===== config.mk =====
export PLATFORM = sky130hd
export DESIGN_NAME = fetch_stage_flat
export DESIGN_NICKNAME = d
export VERILOG_FILES = /design/src/rtl/cpu_pkg.sv /design/src/rtl/fetch_stage_if.sv /design/src/rtl/fetch_stage_inst_rom.sv /design/src/rtl/fetch_stage.sv /design/src/flat_wrapper.sv
export SDC_FILE = /design/constraint.sdc
export NUM_CORES = 1
export LEC_CHECK = 0
export ABC_AREA = 1
export BUFFER_PORTS_ARGS = -buffer_cell sky130_fd_sc_hd__buf_4
export CAP_MARGIN = 10
export CORE_ASPECT_RATIO = 1.1
export CORE_MARGIN = 10
export CORE_UTILIZATION = 46
export CTS_CLUSTER_SIZE = 12
export DETAILED_ROUTE_END_ITERATION = 8
export PLACE_DENSITY = 0.83
export RECOVER_POWER = 25
export SYNTH_ARGS = -nofsm -noshare
export SYNTH_HDL_FRONTEND = slang
export SYNTH_SLANG_ARGS = --single-unit

===== constraint.sdc =====
create_clock -name clk -period 1.71 [get_ports clk]
set_clock_uncertainty 0.2 [all_clocks]
set_input_delay 0.0855 -clock clk [delete_from_list [all_inputs] [get_ports clk]]
set_output_delay 0.0855 -clock clk [all_outputs]
set_load 0.02 [all_outputs]

===== src/rtl/cpu_pkg.sv =====
// Shared CPU constants: next-PC select codes, vector addresses, IF/ID payload and ROM image.
package cpu_pkg;

  localparam int unsigned XLEN     = 32;
  localparam int unsigned PCSRC_W  = 3;
  localparam int unsigned ROM_AW_DEF = 8;

  localparam logic [XLEN-1:0] RESET_PC_DEF = 32'h8000_0000;
  localparam logic [XLEN-1:0] IRQ_VEC_DEF  = 32'h8000_0004;
  localparam logic [XLEN-1:0] EXC_VEC_DEF  = 32'h8000_0008;
  localparam logic [XLEN-1:0] NOP_INSTR    = 32'h0000_0000;

  typedef enum logic [PCSRC_W-1:0] {
    PCSRC_SEQ = 3'b000,
    PCSRC_BR  = 3'b001,
    PCSRC_J   = 3'b010,
    PCSRC_JR  = 3'b011,
    PCSRC_IRQ = 3'b100,
    PCSRC_EXC = 3'b101
  } pc_src_e;

  typedef struct packed {
    logic [XLEN-1:0] instr;
    logic [XLEN-1:0] pc_plus4;
    logic            pc31;
    logic            valid;
  } if_id_t;

  // Program image: addiu-style encoding with the word index spread over the low fields
  function automatic logic [XLEN-1:0] rom_image(input logic [7:0] idx);
    return {6'b001001, 2'b00, idx, idx ^ 8'h5A, ~idx};
  endfunction

endpackage


===== src/rtl/fetch_stage_if.sv =====
// Fetch-stage bus: hazard/decode controls in, PC and IF/ID register out.
interface fetch_stage_if;
  import cpu_pkg::*;

  logic               stall;
  logic               flush;
  logic [PCSRC_W-1:0] pc_src;
  logic               branch_taken;
  logic [XLEN-1:0]    branch_target;
  logic [XLEN-1:0]    jr_target;

  logic [XLEN-1:0]    pc;
  logic [XLEN-1:0]    if_id_instr;
  logic [XLEN-1:0]    if_id_pc_plus4;
  logic               if_id_pc31;
  logic               if_id_valid;

  modport master (
    output stall, flush, pc_src, branch_taken, branch_target, jr_target,
    input  pc, if_id_instr, if_id_pc_plus4, if_id_pc31, if_id_valid
  );

  modport slave (
    input  stall, flush, pc_src, branch_taken, branch_target, jr_target,
    output pc, if_id_instr, if_id_pc_plus4, if_id_pc31, if_id_valid
  );
endinterface


===== src/rtl/fetch_stage_inst_rom.sv =====
// Combinational instruction ROM; the mode bit is ignored and addresses beyond the array read as nop.
module inst_rom
  import cpu_pkg::*;
#(
  parameter int unsigned ROM_AW = ROM_AW_DEF
) (
  input  logic [XLEN-1:0] addr,
  output logic [XLEN-1:0] rdata
);

  logic [ROM_AW-1:0] word_idx;
  logic              in_range;
  logic [2:0]        unused_addr;

  assign word_idx    = addr[ROM_AW+1:2];
  assign in_range    = ~|addr[30:ROM_AW+2];
  assign unused_addr = {addr[31], addr[1:0]};

  always_comb begin
    rdata = NOP_INSTR;
    if (in_range) begin
      rdata = rom_image(8'(word_idx));
    end
  end

endmodule


===== src/rtl/fetch_stage.sv =====
// Instruction fetch: PC register, next-PC select, instruction ROM and IF/ID pipeline register.
module fetch_stage
  import cpu_pkg::*;
#(
  parameter logic [XLEN-1:0] RESET_PC = RESET_PC_DEF,
  parameter logic [XLEN-1:0] IRQ_VEC  = IRQ_VEC_DEF,
  parameter logic [XLEN-1:0] EXC_VEC  = EXC_VEC_DEF,
  parameter int unsigned     ROM_AW   = ROM_AW_DEF
) (
  input  logic          clk,
  input  logic          reset,
  fetch_stage_if.slave  bus
);

  logic [XLEN-1:0] pc_q, pc_d;
  if_id_t          if_id_q, if_id_d;

  logic [XLEN-1:0] fetch_word_c;
  logic [XLEN-1:0] seq_pc_c;
  logic [XLEN-1:0] target_c;
  logic            redirect_c;
  if_id_t          bubble_c;
  if_id_t          fetched_c;
  logic            unused_bt31;

  assign unused_bt31 = bus.branch_target[31];

  inst_rom #(
    .ROM_AW (ROM_AW)
  ) u_rom (
    .addr  (pc_q),
    .rdata (fetch_word_c)
  );

  // Carry out of bit 30 is dropped so sequential fetch never changes mode
  assign seq_pc_c = {pc_q[31], pc_q[30:0] + 31'd4};

  // Next-PC selection; unknown codes fall back to sequential
  always_comb begin
    redirect_c = 1'b0;
    target_c   = seq_pc_c;
    case (bus.pc_src)
      PCSRC_BR: begin
        if (bus.branch_taken) begin
          redirect_c = 1'b1;
          target_c   = {if_id_q.pc31, bus.branch_target[30:0]};
        end
      end
      PCSRC_J: begin
        redirect_c = 1'b1;
        target_c   = {if_id_q.pc_plus4[31:28], if_id_q.instr[25:0], 2'b00};
      end
      PCSRC_JR: begin
        // jr may drop to user mode but never raise to supervisor
        redirect_c = 1'b1;
        target_c   = {bus.jr_target[31] & if_id_q.pc31, bus.jr_target[30:0]};
      end
      PCSRC_IRQ: begin
        redirect_c = 1'b1;
        target_c   = IRQ_VEC;
      end
      PCSRC_EXC: begin
        redirect_c = 1'b1;
        target_c   = EXC_VEC;
      end
      default: begin
        redirect_c = 1'b0;
        target_c   = seq_pc_c;
      end
    endcase
  end

  // PC and IF/ID update: stall freezes PC, squash/flush turns the fetched word into a bubble
  always_comb begin
    pc_d      = pc_q;
    if_id_d   = if_id_q;
    bubble_c  = '{instr: NOP_INSTR, pc_plus4: seq_pc_c, pc31: pc_q[31], valid: 1'b0};
    fetched_c = '{instr: fetch_word_c, pc_plus4: seq_pc_c, pc31: pc_q[31], valid: 1'b1};
    if (!bus.stall) begin
      pc_d    = target_c;
      if_id_d = (bus.flush || redirect_c) ? bubble_c : fetched_c;
    end else if (bus.flush) begin
      if_id_d = bubble_c;
    end
  end

  always_ff @(posedge clk) begin
    if (reset) begin
      pc_q    <= RESET_PC;
      if_id_q <= '0;
    end else begin
      pc_q    <= pc_d;
      if_id_q <= if_id_d;
    end
  end

  assign bus.pc             = pc_q;
  assign bus.if_id_instr    = if_id_q.instr;
  assign bus.if_id_pc_plus4 = if_id_q.pc_plus4;
  assign bus.if_id_pc31     = if_id_q.pc31;
  assign bus.if_id_valid    = if_id_q.valid;

endmodule


===== src/flat_wrapper.sv =====
// flat-port wrapper written by rule: the top's interface ports become plain ports
module fetch_stage_flat import cpu_pkg::*;
#(
  parameter logic [XLEN-1:0] RESET_PC = RESET_PC_DEF,
  parameter logic [XLEN-1:0] IRQ_VEC  = IRQ_VEC_DEF,
  parameter logic [XLEN-1:0] EXC_VEC  = EXC_VEC_DEF,
  parameter int unsigned     ROM_AW   = ROM_AW_DEF
)
  (clk, reset, bus_stall, bus_flush, bus_pc_src, bus_branch_taken, bus_branch_target, bus_jr_target, bus_pc, bus_if_id_instr, bus_if_id_pc_plus4, bus_if_id_pc31, bus_if_id_valid);
  fetch_stage_if bus_i ();
  input  logic clk;
  input  logic reset;
  input wire logic [$bits(bus_i.stall)-1:0] bus_stall;
  input wire logic [$bits(bus_i.flush)-1:0] bus_flush;
  input wire logic [$bits(bus_i.pc_src)-1:0] bus_pc_src;
  input wire logic [$bits(bus_i.branch_taken)-1:0] bus_branch_taken;
  input wire logic [$bits(bus_i.branch_target)-1:0] bus_branch_target;
  input wire logic [$bits(bus_i.jr_target)-1:0] bus_jr_target;
  output wire logic [$bits(bus_i.pc)-1:0] bus_pc;
  output wire logic [$bits(bus_i.if_id_instr)-1:0] bus_if_id_instr;
  output wire logic [$bits(bus_i.if_id_pc_plus4)-1:0] bus_if_id_pc_plus4;
  output wire logic [$bits(bus_i.if_id_pc31)-1:0] bus_if_id_pc31;
  output wire logic [$bits(bus_i.if_id_valid)-1:0] bus_if_id_valid;
  assign bus_i.stall = bus_stall;
  assign bus_i.flush = bus_flush;
  assign bus_i.pc_src = bus_pc_src;
  assign bus_i.branch_taken = bus_branch_taken;
  assign bus_i.branch_target = bus_branch_target;
  assign bus_i.jr_target = bus_jr_target;
  assign bus_pc = bus_i.pc;
  assign bus_if_id_instr = bus_i.if_id_instr;
  assign bus_if_id_pc_plus4 = bus_i.if_id_pc_plus4;
  assign bus_if_id_pc31 = bus_i.if_id_pc31;
  assign bus_if_id_valid = bus_i.if_id_valid;
  fetch_stage #(.RESET_PC(RESET_PC), .IRQ_VEC(IRQ_VEC), .EXC_VEC(EXC_VEC), .ROM_AW(ROM_AW)) u_core (.clk(clk), .reset(reset), .bus(bus_i));
endmodule

======== Word level (Yosys, flattened, before mapping) ========
Index checks and enable logic that the tools add are counted.
Widths: inputs -> output; s select.
operators by class
  eq/ne operators ......................... 7
  reduce and logical (&&, ||, !) cells .... 5
  bitwise operators ....................... 4
  muxes and demuxes ....................... 8
  add/sub/neg operators ................... 1
operators with widths
  operator               number
  $pmux 32 s5            1
  $mux 66                2
  $mux 64                1
  $mux 32                1
  $add 31x3->31 const B  1
  $mux 30                1
  $reduce_or 21->1       1
  $not 8->8              1
  $eq 3x2->1 const B     2
  $eq 3x3->1 const B     2
  $reduce_bool 5->1      1
  $not 4->4              1
  $reduce_or 4->1        1
  $eq 3x1->1 const B     1
  $reduce_and 3->1       1
  $ne 2x1->1 const B     1
  $ne 2x2->1 const B     1
  $pmux 1 s2             1
  $and 1x1->1            1
  $logic_or 1x1->1       1
  $mux 1                 1
  $not 1->1              1
storage, ports and cells
  bits in registers ....................... 98
  output and inout port bits .............. 98
  word-level logic and storage cells ...... 31

======== Logic depth before layout (Yosys ltp) ========
Gate-level depths: netlist of run 1.
  depth in word-level cells ............... 6
  gate-level depth with buffers ........... 11
  depth with buffers taken out ............ 11

======== Cells and area by module ========
A second synthesis of run 1 with hierarchy kept.
second synthesis, totals
  cells, all modules ...................... 912
  area, all modules ....................... 5744.3 sq um
modules (own cells, without submodules)
  module       instances  area each (sq um)  cells each  seq. area each (sq um)
  fetch_stage  1          5411.4             850         1941.9
  inst_rom     1          332.8              62          0.0

======== Least setup slack after synthesis of run 1 ========
No wires, ideal clock.
  path kind ............................... reg2reg
  start ................................... register u_core.pc_q[2] (netlist: u_core.bus.pc[2])
  end ..................................... register u_core.if_id_q (netlist bit u_core.bus.if_id_pc_plus4[14])
  slack ................................... -161 ps
  cell stages (with the launch flop) ...... 11
  arrival ................................. 1555 ps
  clock period less this slack ............ 1871 ps
  library setup time ...................... 116 ps
  data required time ...................... 1394 ps
  cells stage by stage .................... dfxtp_1 > ha_1 > nand2_1 > nor2_2 > nand2_2 > inv_1 > nand3_1 > nand2_1 > nand2_1 > o211ai_1 > inv_1
between the ends
  word-level cells in the longest chain between the ends .. 3
  elaborated cells on any way between the ends .. 4
ends and longest elaborated chain
  what                                       line                                  RTL
  start, declared                            fetch_stage.sv:15                     logic [XLEN-1:0] pc_q, pc_d;
  start signal, assigned                     fetch_stage.sv:92                     pc_q <= pc_d;
  $add 31x3->31 (*)                          fetch_stage.sv:36                     assign seq_pc_c = {pc_q[31], pc_q[30:0] + 31'd4};
  $mux 64 / $mux 66 (equally long branches)  fetch_stage.sv:81, fetch_stage.sv:82
  $mux 66 (*)                                fetch_stage.sv:79                     if (!bus.stall) begin
  end signal, assigned                       fetch_stage.sv:93                     if_id_q <= if_id_d;
  end, declared                              fetch_stage.sv:16                     if_id_t if_id_q, if_id_d;
Mark *: on every way between the ends. The rest lies on a longest branch, timed or not. The select of a mux whose other input is x is not followed.
A chain may end at the register's enable or synchronous reset.

======== Final worst setup path of run 1 ========
  start ................................... register u_core.pc_q[2] (netlist: u_core.bus.pc[2])
  end ..................................... register u_core.if_id_q (netlist bit u_core.bus.if_id_pc_plus4[30])
The elaborated chain is that of the path after synthesis.

==> summary.txt, run 1 <==
Initial Util - 46.71%
CP most frequent cell - nand2_1
WP data required - 1750 ps
Leak Pwr - 3.479 nW
P per Cell Area - 726.6 nW/µm²
Setup CP Type - flop to flop
GRT Max-Usage Layer - met2
GRT Residual Overflow - 0
Clock Pin Slew Worst Setup and Hold Paths - 60 ps
die width - 117.5 µm
Setup crit end kind - flop
commonest non-fill, non-tap cell in the layout - nand2_1
status - finished with violations
Area Overhead vs Synth - 55.54%
Hold Path Class - primary input to flop
Rows - 39
Synth Register Bits - 82
CP peak stage delay - 370 ps
die area - 14,950 µm²
Hold Vio Cnt, Final - 0
Nets - 1,064
syn_area_per_cell - 6.362 µm²
met1 Usage GRT - 28.95%
IO Port Bufs - 162
CTS H-tree depth - 3
Combinational Power Share - 23.2%
core area - 10,300 µm²
Vias - 6,386
chip height - 127.2 µm
Sw Pwr - 1.625 mW
Final HPWL DP - 13,670 µm
clock latency on the worst-skew pair - 350 ps
Cell Area, Synth - 4810 µm²
worst path bufs/invs - 2
Async SR Flop Fraction - 0%
first-pass GRT wire length - 31,550 µm
total track usage - 25.66%
Internal - 3.811 mW
switch share - 29.89%
routed wire length - 21,790 µm
clk buf depth - 2
Clock Sinks - 82
Routed Antenna Nets - 0
largest net degree at the start of global routing - 62
vias in the first global route - 6,164
fin worst setup slack - -47.79 ps
Fillers - 734
hold slack - 34.21 ps
critical path's top delay family - simple AND/OR/NAND/NOR gates
Final period util - 102.8%
DRT iter0 DRCs - 762
Max-Cap Viols - 0
Finish-stage setup viols - 3
DR vias/cell - 5.607
pre-CTS WS - -20.51 ps
initial antenna violation count - 1
CP arrival - 1800 ps
Non-Filler Instances - 1,139
Routed WL per cell - 19.13 µm
FF/Latch Area - 1692 µm²
ratio of cells with drive above 1 in the final layout - 29.85%
CP Cell Sequence - ha_4, nand2_2, nor2_4, inv_1, nor2_2, nand2_1, nand2_1, nand2_1, o21bai_1, inv_1
CP max stage cell - dfxtp_4
Mapped Cells - 756
minimum clock period - 1758 ps
YS warnings - 0
TritonRoute pass-1 iters - 6
GPL Wtd Cong - 0.9465
CP Launch Type - flop
Multi-input gate area - 2795 µm²
most frequent cells in the layout - 203 x nand2_1, 184 x buf_4, 65 x inv_1, 61 x o21ai_0, 61 x a21oi_1
number of flops mapped to enable cells by yosys - 0
met2 GRT Util - 44.64%
clk root buf - clkbuf_16
IO Count - 170
f_max - 568.9 MHz
placed cell count - 1,056
violated checks - setup timing
critical path fanouts, max - 4
Clk pwr share - 37.7%
max-slew violations - 0
Main synth FF type - dfxtp_1
sequential share of the synthesized area - 34.13%
Reg power frac - 39.1%
CTS tree - yes
DRC errors left - 0
Synth cell types - 28
TritonCTS Buffers - 9
post-route setup TNS - -122.1 ps
met3 GRT Util - 6.300%
maximum VDD drop - 497.0 µV
flop-to-flop setup slack - -50 ps
RSZ-0062 raised after global routing - true
cell families after synthesis:
kind of cell	Yosys count	synth area share, %
compound gates	171	19.88
simple gates	363	31.40
buf+inv	125	11.89
fa+ha+maj	1	0.2601
flops	82	34.13
xor+xnor	13	2.367
other cells	1	0.07797
cell type report:
class / count / area share, %
timing repair buffer: 274 / 30.00
clock buffer: 13 / 3.613
inverter: 70 / 3.512
sequential: 82 / 22.61
clock inverter: 2 / 0.4683
tap: 143 / 2.392
antenna: 1 / 0.03345
multi-input combinational: 554 / 37.36
cells in the mapped netlist (2+ instances only):
cell type  number  area [µm²]
nand2_1       212       795.8
nor2_1         85       319.1
dfxtp_1        82        1642
inv_1          66       247.7
a21oi_1        65       325.3
o21ai_0        62       310.3
nand3_1        44       220.2
buf_4          24       180.2
o21bai_1       22       165.2
clkbuf_1       18       67.56
xor2_1         13       113.9
a211oi_1       11       82.58
buf_2          10       50.05
nor2_2          6       37.54
nand2_2         5       31.28
nor2_4          5       56.30
a31oi_1         4       25.02
inv_2           4       15.01
o211ai_1        4       30.03
buf_1           3       11.26
and3_1          2       12.51
nand4_1         2       12.51
o21ai_1         2       10.01
routing by layer:
layer	wire length, µm	part of all wire, %
met5	0	0
met4	1297	6.0
met3	2399	11
met2	10350	48
met1	7740	36
worst min-delay path, cell delays in order:
cell     delay, ps
buf_4          100
nor2_1          40
nand3_1         90
nor2_2          80
nand3_1         80
a21oi_1         50
worst paths after layout:
| kind | depth (start not counted) | endpoint | startpoint |
|---|---|---|---|
| min | 6 | u_core.bus.if_id_instr[11]$_SDFFE_PP0P_ | bus_flush |
| max reg2reg | 10 | u_core.bus.if_id_pc_plus4[30]$_SDFFE_PP0P_ | u_core.bus.pc[2]$_SDFFE_PP0N_ |
| max | 10 | u_core.bus.if_id_pc_plus4[30]$_SDFFE_PP0P_ | u_core.bus.pc[2]$_SDFFE_PP0N_ |
| min reg2reg | 2 | u_core.bus.pc[0]$_SDFFE_PP0P_ | u_core.bus.pc[0]$_SDFFE_PP0P_ |
registers in the layout, summed over array words and instances, names as in the netlist:
register	flops
u_core.bus.if_id_pc_plus4	31
u_core.bus.if_id_valid	1
u_core.bus.if_id_pc31	1
u_core.bus.if_id_instr	17
u_core.bus.pc	32
stage by stage:
stage,cell area [µm²],util (%),total power [mW]
finish,7481,72.66,5.436
global route,7481,72.66,5.586
CTS,7282,70.73,5.349
detailed placement,6367,61.84,3.237
global placement,6367,61.84,3.219
floorplan,4841,-,2.712
power by group through the flow:
stage / registers [mW] / clock network, mW / logic, mW
2_1_floorplan: 2.26 / 0 / 0.450
3_3_place_gp: 2.15 / 0 / 1.07
3_5_place_dp: 2.15 / 0 / 1.08
4_1_cts: 2.11 / 2.03 / 1.21
5_1_grt: 2.14 / 2.11 / 1.34
6_report: 2.12 / 2.05 / 1.26
repair_timing:
action,in CTS,in global routing
setup endpoints to repair,6,45
cloned,0,1
buffers inserted,1,9
hold endpoints to repair,47,2
hold buffers,57,2
pin swaps,5,13
gates resized for setup,8,73
Note: power is estimated with default switching activity, not from simulation.
==> run 2: changes to the inputs <==
--- a/config.mk
+++ b/config.mk
@@ -13,7 +13,7 @@
 export CORE_UTILIZATION = 46
 export CTS_CLUSTER_SIZE = 12
 export DETAILED_ROUTE_END_ITERATION = 8
-export PLACE_DENSITY = 0.83
+export PLACE_DENSITY = 0.75
 export RECOVER_POWER = 25
 export SYNTH_ARGS = -nofsm -noshare
 export SYNTH_HDL_FRONTEND = slang
==> run 2 against run 1 <==
Critical path type unchanged; the run ends with hold timing left; global-route usage fell by 0.97 points; cell area grew 2.1%; setup slack gained 90 ps; power shrank 1.9%; combinational power hardly changed; critical endpoint is now u_core.bus.pc[17]$_SDFFE_PP0N_; cell count up 1.4%.
==> summary.txt, run 2 (synthesis gave the netlist of run 1 again) <==
DRT iter0 DRCs - 584
post-route setup TNS - 0 ps
Initial Util - 46.71%
GPL Wtd Cong - 0.9246
IO Count - 170
P per Cell Area - 698.5 nW/µm²
largest net degree at the start of global routing - 62
Worst Setup SP - u_core.bus.pc[7]$_SDFFE_PP0N_
minimum clock period - 1668 ps
routed wire length - 20,120 µm
f_max - 599.7 MHz
most frequent cells in the layout - 203 x nand2_1, 178 x buf_4, 64 x dlygate4sd3_1, 63 x inv_1, 62 x a21oi_1
die width - 117.5 µm
TritonRoute pass-1 iters - 6
Nets - 1,076
WP data required - 1780 ps
CP most frequent cell - nand2_1
IO Port Bufs - 162
Hold Vio Cnt, Final - 1
violated checks - hold timing
CP arrival - 1740 ps
commonest non-fill, non-tap cell in the layout - nand2_1
CP max stage cell - dfxtp_1
vias in the first global route - 5,749
maximum VDD drop - 503.0 µV
Rows - 39
Setup CP Type - flop to flop
Area Overhead vs Synth - 58.79%
DRC errors left - 0
critical path's top delay family - simple AND/OR/NAND/NOR gates
Final HPWL DP - 13,490 µm
CP peak stage delay - 380 ps
FF/Latch Area - 1682 µm²
Multi-input gate area - 2859 µm²
Clock Sinks - 82
DP Area - 6440 µm²
core area - 10,300 µm²
die area - 14,950 µm²
hold slack - -2.603 ps
clk root buf - clkbuf_16
CTS H-tree depth - 3
worst path bufs/invs - 1
ratio of cells with drive above 1 in the final layout - 30.16%
CP Launch Type - flop
Routed Antenna Nets - 0
initial antenna violation count - 4
total track usage - 24.69%
CTS tree - yes
clock latency on the worst-skew pair - 350 ps
critical path fanouts, max - 3
first-pass GRT wire length - 30,320 µm
DR vias/cell - 5.294
final instance area - 7637 µm²
GRT Residual Overflow - 0
Fillers - 800
Clock Pin Slew Worst Setup and Hold Paths - 70 ps
Routed WL per cell - 17.42 µm
hold_sp - bus_stall
status - finished with violations
Largest register FFs - 32
Max-Cap Viols - 0
worst reg2reg startpoint - u_core.bus.pc[7]$_SDFFE_PP0N_
Finish-stage setup viols - 0
Vias - 6,115
TritonCTS Buffers - 9
Final period util - 97.52%
CP Cell Sequence - nand2_1, nor2_4, nand2_4, buf_12, nor2_2, xor2_1, nand2_1, a21oi_1
RSZ-0062 raised after global routing - true
total power - 5.335 mW
Setup crit end kind - flop
clk buf depth - 2
Leak Pwr - 3.517 nW
chip height - 127.2 µm
Hold Path Class - primary input to flop
max-slew violations - 0
## run 2: worst reg2reg max path, cell delays in order, from the launching register on
cell and delay (ps):
dfxtp_1 380, nand2_1 150, nor2_4 150, nand2_4 80, buf_12 130, nor2_2 120, xor2_1 190, nand2_1 70
a21oi_1 120
## run 2: where the power goes
part,internal [mW],switching [mW],total (mW)
clock,1.11,0.850,1.96
sequential,2.02,0.0991,2.12
combinational,0.563,0.690,1.25
## run 2: per-layer routing
metal / GRT usage (%) / up-vias / routed length [µm]
met3: 5.815 / 62 / 1550
met5: 0 / - / 0
met2: 42.75 / 356 / 9958
li1: - / 2907 / -
met1: 28.86 / 2790 / 7903
met4: 10.12 / 0 / 708
## run 2: stage by stage
| stage | util, % | instances | worst slack (ps) |
|---|---|---|---|
| after detailed placement | 62.55 | 1064 | -44.19 |
| after global placement | 62.55 | 1064 | -37.96 |
| after floorplan | - | 761 | 2.092 |
| after CTS | 71.88 | 1144 | 2.444 |
| final | 74.18 | 1155 | 42.43 |
| after global routing | 74.18 | 1155 | -54.64 |
## run 2: what timing repair did
action	in CTS	in global routing
setup buffers	0	7
hold buffers	64	2
pin swaps	0	17
resized for setup	7	88
hold endpoints to repair	49	2
endpoints found under the setup margin	7	61
cloned	0	0
## run 2: worst paths after layout
kind                                               end  slack [ps]  depth (start not counted)
max reg2reg             u_core.bus.pc[17]$_SDFFE_PP0N_          40                          8
max                     u_core.bus.pc[17]$_SDFFE_PP0N_          40                          8
min          u_core.bus.if_id_pc_plus4[4]$_SDFFE_PP0P_          -3                          5
min reg2reg              u_core.bus.pc[0]$_SDFFE_PP0P_         280                          2
## run 2: layout make-up
type                    instances  area share [%]
repair buffers                286           30.67
flip-flops and latches         82           22.02
inverters                      70           3.473
diodes                          4          0.1311
clock inverters                 5          0.4751
well taps                     143           2.343
multi-input cells             554           37.43
clock buffers                  11           3.457
